===== config.mk =====
export PLATFORM = sky130hd
export DESIGN_NAME = dmem_responder_flat
export DESIGN_NICKNAME = d
export VERILOG_FILES = /design/src/rtl/dmem_pkg.sv /design/src/rtl/dmem_responder_if.sv /design/src/rtl/dmem_array.sv /design/src/rtl/dmem_responder.sv /design/src/flat_wrapper.sv
export SDC_FILE = /design/constraint.sdc
export NUM_CORES = 2
export LEC_CHECK = 0
export CORE_MARGIN = 5
export CORE_UTILIZATION = 60
export CTS_CLUSTER_SIZE = 10
export DETAILED_ROUTE_END_ITERATION = 16
export GPL_ROUTABILITY_DRIVEN = 0
export PLACE_DENSITY = 0.77
export SLEW_MARGIN = 20
export SYNTH_ARGS = -nofsm -noshare
export SYNTH_HDL_FRONTEND = slang
export SYNTH_SLANG_ARGS = --single-unit

===== constraint.sdc =====
create_clock -name clk -period 7.9 [get_ports clk]
set_input_delay 0.79 -clock clk [delete_from_list [all_inputs] [get_ports clk]]
set_output_delay 0.79 -clock clk [all_outputs]
set_load 0.03 [all_outputs]

===== src/rtl/dmem_pkg.sv =====
// Shared definitions for the data-memory responder: FSM state encoding,
// default geometry/latency and the address-width helper.
package dmem_pkg;

    typedef enum logic [1:0] {
        IDLE = 2'd0,
        BUSY = 2'd1,
        DONE = 2'd2
    } dmemState_e;

    localparam int DMEM_DEPTH_DEFAULT = 64;
    localparam int DMEM_WAIT_DEFAULT  = 2;

    // Word-index width for a power-of-two depth; never narrower than one bit.
    function automatic int addrWidth(input int depth);
        return (depth <= 1) ? 1 : $clog2(depth);
    endfunction

endpackage


===== src/rtl/dmem_responder_if.sv =====
// Memory-stage request/response bundle between the pipeline and the
// data-memory responder. MisalignedM exists only when DMEM_ALIGN_CHECK_EN
// is defined.
interface dmem_responder_if;

    logic        MemReadM;
    logic        MemWriteM;
    logic [31:0] ALUResultM;
    logic [31:0] WriteDataM;
    logic [31:0] ReadDataM;
    logic        MemStall;
`ifdef DMEM_ALIGN_CHECK_EN
    logic        MisalignedM;

    modport master (
        output MemReadM, MemWriteM, ALUResultM, WriteDataM,
        input  ReadDataM, MemStall, MisalignedM
    );

    modport slave (
        input  MemReadM, MemWriteM, ALUResultM, WriteDataM,
        output ReadDataM, MemStall, MisalignedM
    );
`else
    modport master (
        output MemReadM, MemWriteM, ALUResultM, WriteDataM,
        input  ReadDataM, MemStall
    );

    modport slave (
        input  MemReadM, MemWriteM, ALUResultM, WriteDataM,
        output ReadDataM, MemStall
    );
`endif

endinterface


===== src/rtl/dmem_array.sv =====
// Single-port DEPTH x 32 word storage: synchronous write, asynchronous read
// on the same address.
module dmem_array
    import dmem_pkg::*;
#(
    parameter  int DEPTH = DMEM_DEPTH_DEFAULT,
    localparam int AW    = addrWidth(DEPTH)
) (
    input  logic          clk,
    input  logic          we,
    input  logic [AW-1:0] addr,
    input  logic [31:0]   wdata,
    output logic [31:0]   rdata
);

    logic [31:0] mem [DEPTH];

    // Word write on the rising edge.
    // NOTE: storage has no reset; contents are undefined until written, which keeps this a plain RAM.
    always_ff @(posedge clk) begin
        if (we) begin
            mem[addr] <= wdata;
        end
    end

    assign rdata = mem[addr];

endmodule


===== src/rtl/dmem_responder.sv =====
// Data-memory responder for the Memory stage. Accepts one load/store at a
// time, holds MemStall for WAIT_CYCLES+1 cycles, commits the access and then
// spends one DONE cycle with the stall released. WAIT_CYCLES = 0 turns it
// into a plain single-cycle memory with a combinational read.
// Optional feature macro: DMEM_ALIGN_CHECK_EN (adds MisalignedM).
module dmem_responder
    import dmem_pkg::*;
#(
    parameter int DEPTH       = DMEM_DEPTH_DEFAULT,
    parameter int WAIT_CYCLES = DMEM_WAIT_DEFAULT
) (
    input logic             clk,
    input logic             reset,
    dmem_responder_if.slave bus
);

    localparam int         AW        = addrWidth(DEPTH);
    localparam bit         ZERO_WAIT = (WAIT_CYCLES == 0);
    localparam logic [3:0] CNT_LOAD  = ZERO_WAIT ? 4'd0 : 4'(WAIT_CYCLES - 1);

    dmemState_e    state, stateNext;
    logic [3:0]    cnt, cntNext;
    logic          capture, commit;

    logic [AW-1:0] capIdx;
    logic [31:0]   capData;
    logic          capWrite, capRead, capMis;
    logic [31:0]   readData;

    logic          req, reqMis;
    logic [AW-1:0] reqIdx;
    logic          unusedAddrBits;

    logic          arrayWe;
    logic [AW-1:0] arrayAddr;
    logic [31:0]   arrayWdata, arrayRdata;

    assign req            = bus.MemReadM | bus.MemWriteM;
    assign reqIdx         = bus.ALUResultM[AW+1:2];
    // Bits above the word index wrap; byte-offset bits matter only to the alignment check.
    assign unusedAddrBits = ^{bus.ALUResultM[31:AW+2], bus.ALUResultM[1:0]};

`ifdef DMEM_ALIGN_CHECK_EN
    assign reqMis = |bus.ALUResultM[1:0];
`else
    assign reqMis = 1'b0;
`endif

    // Next-state, wait counter and stall decode for the IDLE/BUSY/DONE sequence.
    always_comb begin
        // NOTE: every signal gets a default first so no branch leaves one unassigned (no latch).
        stateNext    = state;
        cntNext      = cnt;
        capture      = 1'b0;
        commit       = 1'b0;
        bus.MemStall = 1'b0;
        case (state)
            IDLE: begin
                if (req && !ZERO_WAIT) begin
                    stateNext    = BUSY;
                    cntNext      = CNT_LOAD;
                    capture      = 1'b1;
                    bus.MemStall = 1'b1;
                end
            end
            BUSY: begin
                bus.MemStall = 1'b1;
                if (cnt != 4'd0) begin
                    cntNext = cnt - 4'd1;
                end else begin
                    commit    = 1'b1;
                    stateNext = DONE;
                end
            end
            // The request still on the bus here is the one just served.
            DONE:    stateNext = IDLE;
            default: stateNext = IDLE;
        endcase
    end

    // FSM state and wait counter registers.
    always_ff @(posedge clk) begin
        // NOTE: sequential state uses non-blocking assignments so all registers update from pre-edge values.
        if (reset) begin
            state <= IDLE;
            cnt   <= 4'd0;
        end else begin
            state <= stateNext;
            cnt   <= cntNext;
        end
    end

    // Request capture; DONE gating on MisalignedM makes a reset here unnecessary.
    always_ff @(posedge clk) begin
        if (capture) begin
            capIdx   <= reqIdx;
            capData  <= bus.WriteDataM;
            capWrite <= bus.MemWriteM;
            capRead  <= bus.MemReadM;
            capMis   <= reqMis;
        end
    end

    // Load data register: updated only when a read completes (old contents on read+write).
    always_ff @(posedge clk) begin
        if (reset) begin
            readData <= '0;
        end else if (commit && capRead) begin
            readData <= capMis ? '0 : arrayRdata;
        end
    end

    // A reset on the commit edge aborts the store.
    assign arrayWe    = ZERO_WAIT ? (bus.MemWriteM & ~reqMis & ~reset)
                                  : (commit & capWrite & ~capMis & ~reset);
    assign arrayAddr  = ZERO_WAIT ? reqIdx : capIdx;
    assign arrayWdata = ZERO_WAIT ? bus.WriteDataM : capData;

    dmem_array #(
        .DEPTH (DEPTH)
    ) uArray (
        .clk   (clk),
        .we    (arrayWe),
        .addr  (arrayAddr),
        .wdata (arrayWdata),
        .rdata (arrayRdata)
    );

    assign bus.ReadDataM = ZERO_WAIT ? ((reset | (req & reqMis)) ? '0 : arrayRdata)
                                     : readData;

`ifdef DMEM_ALIGN_CHECK_EN
    assign bus.MisalignedM = ZERO_WAIT ? (req & reqMis & ~reset)
                                       : ((state == DONE) & capMis);
`endif

endmodule


===== src/flat_wrapper.sv =====
// flat-port wrapper written by rule: the top's interface ports become plain ports
module dmem_responder_flat import dmem_pkg::*;
#(
    parameter int DEPTH       = DMEM_DEPTH_DEFAULT,
    parameter int WAIT_CYCLES = DMEM_WAIT_DEFAULT
)
  (clk, reset, bus_MemReadM, bus_MemWriteM, bus_ALUResultM, bus_WriteDataM, bus_ReadDataM, bus_MemStall);
  dmem_responder_if bus_i ();
  input logic clk;
  input logic reset;
  input wire logic [$bits(bus_i.MemReadM)-1:0] bus_MemReadM;
  input wire logic [$bits(bus_i.MemWriteM)-1:0] bus_MemWriteM;
  input wire logic [$bits(bus_i.ALUResultM)-1:0] bus_ALUResultM;
  input wire logic [$bits(bus_i.WriteDataM)-1:0] bus_WriteDataM;
  output wire logic [$bits(bus_i.ReadDataM)-1:0] bus_ReadDataM;
  output wire logic [$bits(bus_i.MemStall)-1:0] bus_MemStall;
  assign bus_i.MemReadM = bus_MemReadM;
  assign bus_i.MemWriteM = bus_MemWriteM;
  assign bus_i.ALUResultM = bus_ALUResultM;
  assign bus_i.WriteDataM = bus_WriteDataM;
  assign bus_ReadDataM = bus_i.ReadDataM;
  assign bus_MemStall = bus_i.MemStall;
  dmem_responder #(.DEPTH(DEPTH), .WAIT_CYCLES(WAIT_CYCLES)) u_core (.clk(clk), .reset(reset), .bus(bus_i));
endmodule

Word-level counts from Yosys, hierarchy flattened --
Memory sizes are Yosys's and may differ from the RTL's. A register that Yosys moved wholly into a read port is not among the register bits. Cells that the tools add are included.
Word-level totals: register bits 46, bits in writable memories 2048, input bits 68, output and inout port bits 33, logic and storage cells 35, memories 1
Memory list:
- u_core.uArray.mem | words 64, bits a word 32, read ports 1, clocked after Yosys merged registers in 1, wr ports 1, RTL line dmem_array.sv:16 | logic [31:0] mem [DEPTH];
Operators by class: $add $sub $neg 1, equal/unequal tests 4, multiplexer cells 13, bitwise operators 4, reduce and logical (&&, ||, !) cells 6
Operators with widths (count):
- two-way mux 4 bit | 2
- case mux 4 bit (2 select lines) | 1
- two-way mux 1 bit | 6
- two-way mux 2 bit | 2
- inequality test 2 x 1 -> 1 bit (second input constant) | 2
- case mux 2 bit (2 select lines) | 1
- nonzero test 4 bit | 1
- subtractor 4 x 1 -> 4 bit (second input constant) | 1
- AND reduction 3 bit | 1
- bitwise AND 1 bit | 2
- equality test 2 x 1 -> 1 bit (second input constant) | 1
- logical NOT 2 bit | 1
- inequality test 2 bit (second input constant) | 1
- case mux 1 bit (2 select lines) | 1
- AND reduction 2 bit | 1
- nonzero test 2 bit | 1
- logical AND 1 bit | 1
- NOT 1 bit | 1
- OR 1 bit | 1

Depth between registers and ports, before layout --
depth in word-level cells 7, gate-level depth with buffers 11, gate-level depth less buffers 8

Hierarchy --
From an unflattened synthesis, not the netlist that was laid out.
Unflattened totals: cells, all modules 4434, area total of the unflattened synthesis 81232.9 um2
By module, submodules not included:
- dmem_array | instances 1, cells an instance 4207, area each 78287.6 um2, seq. area each 61499.0 um2
- dmem_responder | instances 1, cells an instance 227, area each 2945.3 um2, seq. area each 1961.9 um2

Worst setup path before layout --
Ideal clock, no wire load.
path kind input port to flip-flop, start point input port bus_MemWriteM, end point register u_core.cnt[0], setup time 90 ps, arrival 4282 ps, required time 7810 ps, slack 3528 ps, cell stages on the path 4, path buffers 0, cells stage by stage nor2_1 > nor3_1 > nor2_1 > a211oi_1
Between the ends: longest elaborated chain between the ends 3
RTL lines:
- from (decl) | RTL line flat_wrapper.sv:12 | input wire logic [$bits(bus_i.MemWriteM)-1:0] bus_MemWriteM;
- OR 1 bit | RTL line dmem_responder.sv:38 | assign req = bus.MemReadM | bus.MemWriteM;
- inequality test 2 x 1 -> 1 bit (no source line)
- AND reduction 3 bit (no source line)
- to (signal assigned) | RTL line dmem_responder.sv:89 | cnt <= cntNext;
- to (decl) | RTL line dmem_responder.sv:22 | logic [3:0] cnt, cntNext;
No other way between the ends. A chain may end at the register's enable or synchronous reset.

Worst setup path after layout --
start point register u_core.capIdx[0] (netlist: u_core.arrayAddr[0]), end point memory u_core.uArray.mem[15][12] (enable)
RTL lines:
- from (decl) | RTL line dmem_responder.sv:25 | logic [AW-1:0] capIdx;
- from (signal assigned) | RTL line dmem_responder.sv:96 | capIdx <= reqIdx;
- to (decl) | RTL line dmem_array.sv:16
No word-level cell before the write port.

==> flow_summary.toml <==
[clock_network]
cts_buffers = 231
clk_latency_ns = 0.85
cts_setup_buffers = 0
cts_root_buf = "clkbuf_16"
cts.hold.buffers_added = 0
ctsResizeCount = 0
cts_tree = "done"
clkTransAtPathRegs_ns = 0.06
clock_path_buffers = 3
clock-sinks = 2126
cts_max_level = 4

[routing]
via_per_inst = 7.38
drt_iter0_markers = 8377
avgRoutedWirePerCell_microns = 37.5
via_count = 47051
route.detailed.drc = 0
drtPass1Iterations = 6
antenna_left = 0
wirelength_mm = 239

[global_route]
grt_max_degree = 117
globalRouteOverflowTotal = 0
grt_pass1_vias = 46019
antenna_found_initial = 10
grt_pass1_wl_mm = 333
grt_use_total = 0.334

[finish]
syn_to_final_growth_pct = 12.5
stdcell_area_sq_um = 90700
nNetsFinal = 4529
drive_gt1_frac = 0.156
num-fill-cells = 8161

[synthesis]
synth_flop_cell = "edfxtp_1"
synth_nets = 4340
ys_warn_count = 0
synth.distinct_cells = 68
ys_ff_latch = 2126
async_flop_share = 0
synth_edf_count = 2088
netlist_area_sq_um = 80700
synth-seq-area-share = 0.787
synth_cells = 4271
syn_area_per_cell_sq_um = 18.9

[worst_setup_path]
r2r-start = "u_core.arrayAddr[0]$_DFFE_PP_"
worst-setup-path-type = "flop to flop"
reg2reg_depth = 7
required_ns = 8.38
cp.arrival_ns = 5.35
crit_slowest_cell = "nor2_4"
worst-path-buf-inv = 3
r2r-end = "u_core.uArray.mem[15][12]$_DFFE_PP_"
crit_start = "u_core.arrayAddr[0]$_DFFE_PP_"
max_stage_delay_ns = 0.91
path_delay_family = "simple AND/OR/NAND/NOR gates"
path_common_cell = "buf_4"
rrSetupSlack_ns = 3.03
crit_path_max_fanout = 19
crit_path_start_kind = "flop"
cp-end-kind = "flop"
crit_chain = "buf_4 > nand2_1 > buf_4 > nor2_1 > nand3_1 > nor2_4 > buf_4"

[status]
status = "finished, final reports clean"

[die]
fp.dieH_microns = 377
coreArea_sq_um = 133000
die_w_microns = 377
fp-row-count = 134
io_pins = 101
dieArea_sq_um = 142000
initial_core_util = 0.604

[timing]
slew_headroom = 0.244
setup_violations = 0
finalCriticalPeriod_ns = 4.87
fmax_mhz = 206
holdWs_ns = 0.500
hold_viol_final = 0
rsz0062_at_grt = "false"
worst_pin_slew_ns = 1.13
skew_ns = 0.0324
slew_viol_final = 0
fin_tns_setup_ns = 0
post-route-period-util = 0.616

[worst_hold_path]
min_path_type = "primary input to flop"
whs_endpoint = "u_core.arrayWdata[13]$_DFFE_PP_"
hp-start = "bus_WriteDataM[13]"
holdPathStages = 1

[pwr]
power.density_nw_per_um2 = 273
total_power_mw = 24.7
p_leak_nw = 28.7
peakVddDrop_mv = 0.226

[place]
placed_cell_area_sq_um = 84100
port_buffers = 74
hpwl_mm = 127

[flow_run]
max-cap-violations = 0
## layout by cell type (no fill, tap or decap), types with 10 or more instances in the layout
cell type,n
a211oi_1,15
a21oi_1,53
a221oi_1,298
a22o_1,31
a22oi_1,151
a311oi_1,14
a31oi_1,31
buf_4,166
clkbuf_1,124
clkbuf_16,238
clkdlybuf4s50_1,73
dfxtp_1,38
edfxtp_1,2088
mux2_2,50
mux2i_1,315
mux4_2,149
nand2_1,84
nand3_1,36
nor2_1,172
nor2_4,67
nor3_1,22
nor4_1,10
o21a_1,10
o21ai_0,110
o221ai_1,10
o22a_1,12
o22ai_1,76
## per-stage QoR
stage	std cells	setup WS, ns	utilization
finish	6374	3.03	0.680
global route	6366	3.06	0.679
CTS	6366	3.23	0.679
detailed placement	5995	3.22	0.631
global placement	5994	3.22	0.630
floorplan	4271	3.53	-
## where the power goes
part	switching (mW)	internal, mW
clock network	4.07	5.48
registers	0.0560	12.7
logic	1.77	0.693
total	5.90	18.8
## sequential cells by signal, indices dropped and copies added, names as in the netlist
register,count
u_core.arrayAddr,6
u_core.capWrite,1
u_core.state,2
u_core.cnt,4
u_core.bus.ReadDataM,32
u_core.capRead,1
u_core.uArray.mem,2048
u_core.arrayWdata,32
## cells by family (layout without fill, tap and decap cells)
group | count (synthesis) | after routing | synth area share
fa+ha+maj | 1 | 1 | 0.000155
xor+xnor | 2 | 2 | 0.000217
mux | 516 | 516 | 0.0883
simple gates | 455 | 455 | 0.0250
buf+inv | 299 | 626 | 0.0185
flops | 2126 | 2126 | 0.787
other cells | 0 | 8 | 0
compound gates | 872 | 872 | 0.0810
## worst max path at each step
stage,to,cells past startpoint
floorplan,u_core.cnt[0]$_SDFFE_PP0P_,4
global placement,u_core.uArray.mem[11][29]$_DFFE_PP_,8
detailed placement,u_core.uArray.mem[11][25]$_DFFE_PP_,8
CTS,u_core.uArray.mem[15][5]$_DFFE_PP_,7
global route,u_core.uArray.mem[15][5]$_DFFE_PP_,7
finish,u_core.uArray.mem[15][12]$_DFFE_PP_,7
## cells in the mapped netlist (12+ instances only)
| cell | number | area share |
|---|---|---|
| a22oi_1 | 151 | 0.014 |
| a221oi_1 | 298 | 0.032 |
| buf_1 | 33 | 0.0015 |
| nand2_1 | 84 | 0.0039 |
| nor3_1 | 24 | 0.0015 |
| mux4_2 | 149 | 0.042 |
| dfxtp_1 | 38 | 0.0094 |
| edfxtp_1 | 2088 | 0.78 |
| o22a_1 | 12 | 0.0013 |
| a211oi_1 | 15 | 0.0014 |
| nor2_1 | 238 | 0.011 |
| o22ai_1 | 76 | 0.0059 |
| a22o_1 | 31 | 0.0034 |
| clkbuf_1 | 80 | 0.0037 |
| a311oi_1 | 14 | 0.0015 |
| mux2_2 | 50 | 0.0070 |
| a21oi_1 | 53 | 0.0033 |
| o21ai_0 | 110 | 0.0068 |
| buf_4 | 40 | 0.0037 |
| buf_2 | 132 | 0.0082 |
| a31oi_1 | 31 | 0.0024 |
| nand3_1 | 37 | 0.0023 |
| mux2i_1 | 315 | 0.039 |
## metal layers
| metal | wire length (microns) | GRT usage | vias to the layer above |
|---|---|---|---|
| met5 | 0 | 0 | - |
| met4 | 13800 | 0.164 | 0 |
| met3 | 40100 | 0.122 | 864 |
| met2 | 107000 | 0.498 | 4587 |
| met1 | 78100 | 0.442 | 23461 |
| li1 | - | - | 18139 |
## cell type report
type,count,area (sq um),share of cell area
sequential,2126,63500,0.700
multi-input combinational,1846,16300,0.180
clock buffer,362,6420,0.0708
tap,1768,2210,0.0244
timing repair buffer,249,2150,0.0237
clock inverter,9,113,0.00124
inverter,6,30.0,0.000331
antenna,8,20.0,0.000221
Power figures use the tool's default switching activity.
